==> src/rtl/alu_iterative_exec.sv <==
// Iterative ALU: runs a 4-bit ALUOperation on operands latched at accept; SLL/SRL move one bit per cycle.
// Latency: 1 edge for logic/add/sub/illegal/zero-shift, shamt+1 edges for shifts with shamt>0.
// Backpressure: start is accepted only while busy=0; requests seen while busy are dropped, not queued.
module alu_iterative_exec #(
    parameter int WIDTH       = 32,
    parameter int SHAMT_WIDTH = 5
) (
    input  logic                   clk,
    input  logic                   reset,
    input  logic                   start,
    input  logic [3:0]             ALUOperation,
    input  logic [WIDTH-1:0]       A,
    input  logic [WIDTH-1:0]       B,
    input  logic [SHAMT_WIDTH-1:0] shamt,
    output logic                   busy,
    output logic                   done,
    output logic [WIDTH-1:0]       ALUResult,
    output logic                   Zero,
    output logic                   illegal
);

    localparam logic [3:0] OP_AND = 4'b0000;
    localparam logic [3:0] OP_OR  = 4'b0001;
    localparam logic [3:0] OP_NOR = 4'b0010;
    localparam logic [3:0] OP_ADD = 4'b0011;
    localparam logic [3:0] OP_SUB = 4'b0100;
    localparam logic [3:0] OP_SLL = 4'b0101;
    localparam logic [3:0] OP_SRL = 4'b0110;

    typedef enum logic [1:0] {
        ST_IDLE  = 2'd0,
        ST_SHIFT = 2'd1,
        ST_DONE  = 2'd2
    } state_t;

    // Completion record: everything that becomes visible together at done.
    typedef struct packed {
        logic [WIDTH-1:0] value;
        logic             zero;
        logic             illegal;
    } res_t;

    state_t                 state_q, state_nxt;
    res_t                   res_q, res_nxt, op_res;
    logic [WIDTH-1:0]       w_q, w_nxt, w_step;
    logic [SHAMT_WIDTH-1:0] c_q, c_nxt;
    logic                   dir_q, dir_nxt;   // 1 = shift right
    logic                   is_shift;

    // Single-cycle result; shift codes only reach this path with shamt=0, so B passes through.
    always_comb begin
        op_res.value   = '0;
        op_res.illegal = 1'b0;
        case (ALUOperation)
            OP_AND:         op_res.value = A & B;
            OP_OR:          op_res.value = A | B;
            OP_NOR:         op_res.value = ~(A | B);
            OP_ADD:         op_res.value = A + B;
            OP_SUB:         op_res.value = A - B;
            OP_SLL, OP_SRL: op_res.value = B;
            default:        op_res.illegal = 1'b1;
        endcase
        op_res.zero = (op_res.value == '0);
    end

    assign is_shift = (ALUOperation == OP_SLL) || (ALUOperation == OP_SRL);
    assign w_step   = dir_q ? (w_q >> 1) : (w_q << 1);

    always_comb begin
        state_nxt = state_q;
        res_nxt   = res_q;
        w_nxt     = w_q;
        c_nxt     = c_q;
        dir_nxt   = dir_q;
        case (state_q)
            ST_IDLE: begin
                if (start) begin
                    if (is_shift && (shamt != '0)) begin
                        w_nxt     = B;
                        c_nxt     = shamt;
                        dir_nxt   = (ALUOperation == OP_SRL);
                        state_nxt = ST_SHIFT;
                    end else begin
                        res_nxt   = op_res;
                        state_nxt = ST_DONE;
                    end
                end
            end
            ST_SHIFT: begin
                w_nxt = w_step;
                c_nxt = c_q - SHAMT_WIDTH'(1);
                if (c_q == SHAMT_WIDTH'(1)) begin
                    res_nxt.value   = w_step;
                    res_nxt.zero    = (w_step == '0);
                    res_nxt.illegal = 1'b0;
                    state_nxt       = ST_DONE;
                end
            end
            ST_DONE: state_nxt = ST_IDLE;
            default: state_nxt = ST_IDLE;
        endcase
    end

    always_ff @(posedge clk or negedge reset) begin
        if (!reset) begin
            state_q <= ST_IDLE;
        end else begin
            state_q <= state_nxt;
        end
    end

    always_ff @(posedge clk or negedge reset) begin
        if (!reset) begin
            res_q.value   <= '0;
            res_q.zero    <= 1'b1;
            res_q.illegal <= 1'b0;
            w_q           <= '0;
            c_q           <= '0;
            dir_q         <= 1'b0;
        end else begin
            res_q <= res_nxt;
            w_q   <= w_nxt;
            c_q   <= c_nxt;
            dir_q <= dir_nxt;
        end
    end

    assign busy      = (state_q != ST_IDLE);
    assign done      = (state_q == ST_DONE);
    assign ALUResult = res_q.value;
    assign Zero      = res_q.zero;
    assign illegal   = res_q.illegal;

endmodule

==> config.mk <==
export PLATFORM = sky130hd
export DESIGN_NAME = alu_iterative_exec
export DESIGN_NICKNAME = d
export VERILOG_FILES = /design/src/rtl/alu_iterative_exec.sv
export SDC_FILE = /design/constraint.sdc
export NUM_CORES = 1
export LEC_CHECK = 0
export BUFFER_PORTS_ARGS = -buffer_cell sky130_fd_sc_hd__buf_2
export CAP_MARGIN = 20
export CORE_ASPECT_RATIO = 0.7
export CORE_MARGIN = 10
export CORE_UTILIZATION = 60
export CTS_BUF_LIST = sky130_fd_sc_hd__clkbuf_2 sky130_fd_sc_hd__clkbuf_4 sky130_fd_sc_hd__clkbuf_8
export CTS_CLUSTER_DIAMETER = 40
export CTS_CLUSTER_SIZE = 14
export DETAILED_ROUTE_END_ITERATION = 6
export PLACE_DENSITY = 0.86
export REMOVE_ABC_BUFFERS = 1
export SYNTH_ARGS = -nofsm -noshare
export SYNTH_HDL_FRONTEND = slang
export SYNTH_SLANG_ARGS = --single-unit
==> constraint.sdc <==
create_clock -name clk -period 5.3 [get_ports clk]
set_clock_uncertainty 0.05 [all_clocks]
set_input_delay 0 -clock clk [delete_from_list [all_inputs] [get_ports clk]]
set_output_delay 0 -clock clk [all_outputs]
set_load 0.03 [all_outputs]
* Word-level counts from Yosys, hierarchy flattened
Index checks and enable logic that the tools add are counted.
** Cells by class
- Add/subtract/negate cells :: 3
- Equal/unequal tests :: 13
- Mux-type cells :: 17
- Bitwise operators :: 3
- Reductions and logical operators :: 15
** Operators with widths (number)
- 32-bit case mux with 6 select lines :: 1
- 34-bit 2-to-1 mux :: 3
- 32-bit 2-to-1 mux :: 3
- 34-bit case mux with 2 select lines :: 1
- 32-bit logical NOT :: 2
- 32-bit case mux with 2 select lines :: 1
- 32-bit adder :: 1
- 32-bit bitwise AND :: 1
- 32-bit inverter :: 1
- 32-bit OR :: 1
- 32-bit subtractor :: 1
- 4-bit by 3-bit == test with 1-bit output, second input constant :: 3
- 5-bit 2-to-1 mux :: 2
- 5-bit case mux with 2 select lines :: 1
- 4-bit by 2-bit == test with 1-bit output, second input constant :: 2
- 2-bit != test, second input constant :: 4
- 7-bit OR reduction :: 1
- 2-bit 2-to-1 mux :: 3
- 3-bit AND reduction :: 2
- 5-bit by 1-bit == test with 1-bit output, second input constant :: 1
- 5-bit nonzero test :: 1
- 5-bit by 1-bit subtractor with 5-bit output, second input constant :: 1
- 4-bit by 1-bit == test with 1-bit output, second input constant :: 1
- 4-bit logical NOT :: 1
- 11 further kinds :: 12
** Storage, ports and cells
- Bits in registers :: 74
- Bits of input ports :: 76
- Output and inout port bits :: 36
- Word-level logic and storage cells :: 58

* Logic depth before layout (Yosys ltp)
- Word-level depth :: 7
- Gate-level depth with buffers :: 22
- Gate-level depth less buffers :: 20

* Worst setup path before layout
Ideal clock, no wire load.
- Path kind :: input to register
- Start :: in B[12]
- End :: reg res_q, in the netlist Zero
- Setup time :: 0.086 ns
- Arrival :: 3.960 ns
- Slack :: 1.204 ns
- Cell stages on the path :: 19
- Cell sequence :: buf_2 -> or4_4 -> or3_1 -> or2_2 -> nor3_1 -> nor2_1 -> xnor2_1 -> ha_1 -> clkbuf_1 -> a21oi_1 -> o21ai_0 -> a211oi_1 -> o21ai_0 -> o21ai_1 -> o21ai_0 -> xnor2_1 -> a2111oi_0 -> nand4_1 -> o31ai_2
** On the way
- Cells in the longest elaborated chain, start to end :: 7
** RTL lines
- from (decl) :: line 13 : input logic [WIDTH-1:0] B,
- branches (longest 2 deep; another with 32-bit subtractor)
- 32-bit case mux with 6 select lines (*) :: line 54 : case (ALUOperation)
- 32-bit logical NOT (*) :: line 63 : op_res.zero = (op_res.value == '0);
- 34-bit 2-to-1 mux (*) :: line 78 : if (is_shift && (shamt != '0)) begin
- 34-bit 2-to-1 mux (*) :: line 77 : if (start) begin
- 34-bit case mux with 2 select lines (*) :: line 75 : case (state_q)
- to (signal assigned) :: line 121 : res_q <= res_nxt;
- to (decl) :: line 44 : res_t res_q, res_nxt, op_res;
Every way passes the cells marked *. The select of a mux whose other input is x is not followed.
A chain may end at the register's enable or synchronous reset.

* Worst setup path after layout
- Start :: in B[19]
- End :: reg res_q, in the netlist Zero
Same word-level chain as after synthesis.

==> qor.txt <==
Synth area leaders = dfrtp_1 (23%), a21oi_1 (6.4%), nand2_1 (5.9%)
Post-route ant nets = 0
Max Cap Violations = 0
CTS Buf Count = 9
Mean area per synthesized cell = 7.51 sq um
Worst Setup End Kind = register
Synth cell types = 78
Share of total power in the clock network = 0.178
Yosys warning count = 0
Worst Path Max Fanout = 8
Min-Delay Path Class = in -> reg
Crit path max-delay cell type = dlygate4sd3_1
Initial antenna violation count = 1
Leakage = 0.00398 uW
Min Hold Slack = 4.30 ps
TritonRoute pass-1 iters = 7
Io pins = 112
P_int = 1630 uW
Commonest cells post-synth = nand2_1 (126), a21oi_1 (103), dfrtp_1 (73)
Site Rows = 35
Die width = 158 microns
Largest net degree at the start of global routing = 83
Peak supply drop = 0.000162 V
Post-synth EDFFs = 0
Async S/R FF share, synth = 1.00
Crit path DAT = 5320 ps
Placed Instance Area = 8570 sq um
Post-Syn Area = 8050 sq um
Yosys reg bits = 74
CTS Sinks = 74
Die area = 18500 sq um
PD cells = 332 nW/um^2
Sequential fraction of design power = 0.346
Min-Delay Path Depth = 3
Wire length on met3 = 3960 microns
Nets = 1264
Via count = 8989
IO Port Bufs = 111
Post-Layout Inst Area = 9180 sq um
Met2 WL = 12000 microns
Initial core utilization = 0.613
Clk_lat worst skew = 380 ps
HPWL after DPL = 20200 microns
CTS tree = built
Vias in the first global route = 8405
Die Height = 117 microns
Total Wirelength = 28300 microns
Final Hold Viols = 0
Crit path top cell by count = o21ai_0
Tot Pwr = 3050 uW
Worst Tran Pin Value = 1120 ps
Minimum clock period = 5070 ps
Placer Congestion = 1.01
Status = completed
Comb pwr share = 0.476
Kind of critical path = in -> reg
Wire per inst = 21.4 microns
Slew Viols, Final = 0
Area grow syn2layout = 14.0%
Count of final setup violators = 0
Sequential fraction of the synthesis area = 0.230
CP Cell Sequence = dlygate4sd3_1, buf_2, nor3_1, nand2b_1, or3_1, or3_1, nor3_1, nor2_1, xnor2_1, ha_1, a21oi_1, o21ai_0, a211oi_1, o21ai_0, o21ai_2, o21ai_0, xnor2_1, a2111oi_1, nand4_1, o31ai_2
Final Util = 0.699
Clk pin slew, worst setup/hold paths = 90 ps
Synth top area share = 0.227
Max-slew headroom = 0.253
Worst setup SP type = primary input
GR Overflow Total = 0
M1 WL = 11600 microns
Via density = 6.79
Top FF cell, synth = dfrtp_1
Tcrit/Tclk final = 0.957
Mapped Cells = 1072
Worst Path Required = 5540 ps
Switch Pwr = 1420 uW
Setup TNS Final = 0 ps
Wire length of the first global-routing pass = 45100 microns
Layout cell share with drive strength beyond 1 = 0.151
Top-count cell post-synth = nand2_1
Max Root-Sink Buffers = 2
Switching share of total power = 0.464
Initial DRC count = 1451
H-tree Lvls = 3
CTS root buf = clkbuf_8
Fmax = 197 MHz
Core box area = 13100 sq um
Top Layer Used = met4
Synth area leader = dfrtp_1
Worst Reg2Reg Path Length in Cells = 11
Post-CTS Setup Bufs = 0
DR DRC count = 0
Max incr delay on CP = 530 ps
Gr usage total = 0.304
per-layer routing:
layer / GRT usage / vias to the layer above
met4: 0.105 / 0
met1: 0.418 / 4142
met5: 0 / -
met2: 0.455 / 645
li1: - / 4119
met3: 0.0781 / 83
logic make-up after synthesis:
| family | count (synthesis) | share of synthesized area |
|---|---|---|
| xor+xnor | 47 | 0.0511 |
| flops | 74 | 0.230 |
| buf+inv | 115 | 0.0591 |
| mux | 11 | 0.0137 |
| fa+ha+maj | 67 | 0.0957 |
| simple gates | 397 | 0.246 |
| compound gates | 361 | 0.304 |
critical path, delay by kind of cell:
kind | cells | cell delay (ps)
compound gates | 8 | 1980
simple gates | 7 | 1920
buf+inv | 2 | 700
fa+ha+maj | 1 | 380
xor+xnor | 2 | 320
layout make-up:
cell class                 instances  area, sq um
multi-input combinational        883         5760
timing repair buffer             163         1040
clock buffer                      11          151
fill                            1069         3960
clock inverter                     5         85.1
antenna                            1         2.50
tap                              166          208
inverter                          20         75.1
sequential                        74         1850
cell usage in the layout, fill, tap and decap left out, types with 20 or more instances in the layout:
cell type / count
nand2_1: 126
buf_2: 110
a21oi_1: 103
dfrtp_1: 73
nor2_1: 62
nor3_1: 52
a211oi_1: 41
o21ai_0: 40
nor2b_1: 37
ha_1: 36
dlygate4sd3_1: 36
maj3_1: 30
a31oi_1: 30
and2_1: 29
a21o_1: 28
xor2_1: 27
xnor2_1: 20
worst paths after layout:
kind                          startpoint             to  slack, ps
setup / recovery                   B[19]           Zero        230
hold / removal                     B[18]        w_q[18]          4
setup reg to reg                  c_q[1]           Zero       1960
hold reg to reg            ALUResult[15]  ALUResult[15]        420
max in group asynchronous          reset   ALUResult[4]       4280
min in group asynchronous          reset  ALUResult[21]        260
power by group through the flow:
stage / sequential (uW) / combinational [uW] / clock [uW]
6_report: 1050 / 1450 / 544
5_1_grt: 1080 / 1580 / 568
2_1_floorplan: 1160 / 796 / 0
3_5_place_dp: 1040 / 1390 / 0
3_3_place_gp: 1040 / 1360 / 0
4_1_cts: 1040 / 1420 / 539
flip-flops by register name, summed over array words and instances (netlist names):
name	cells
ALUResult	32
w_q	32
c_q	5
state_q	2
Zero	1
dir_q	1
illegal	1
metrics by stage:
step	setup WS, ps	instances
after floorplan	1080	977
after global placement	174	1270
after detailed placement	242	1270
after CTS	50.3	1322
after global routing	-14.2	1323
final	229	1323
repair_timing:
item	4_1_cts	5_1_grt
setup endpoints to repair	0	2
hold buffers	36	0
endpoints found under the hold margin	108	0
gates resized for setup	0	3
(Power assumes the default switching activity.)
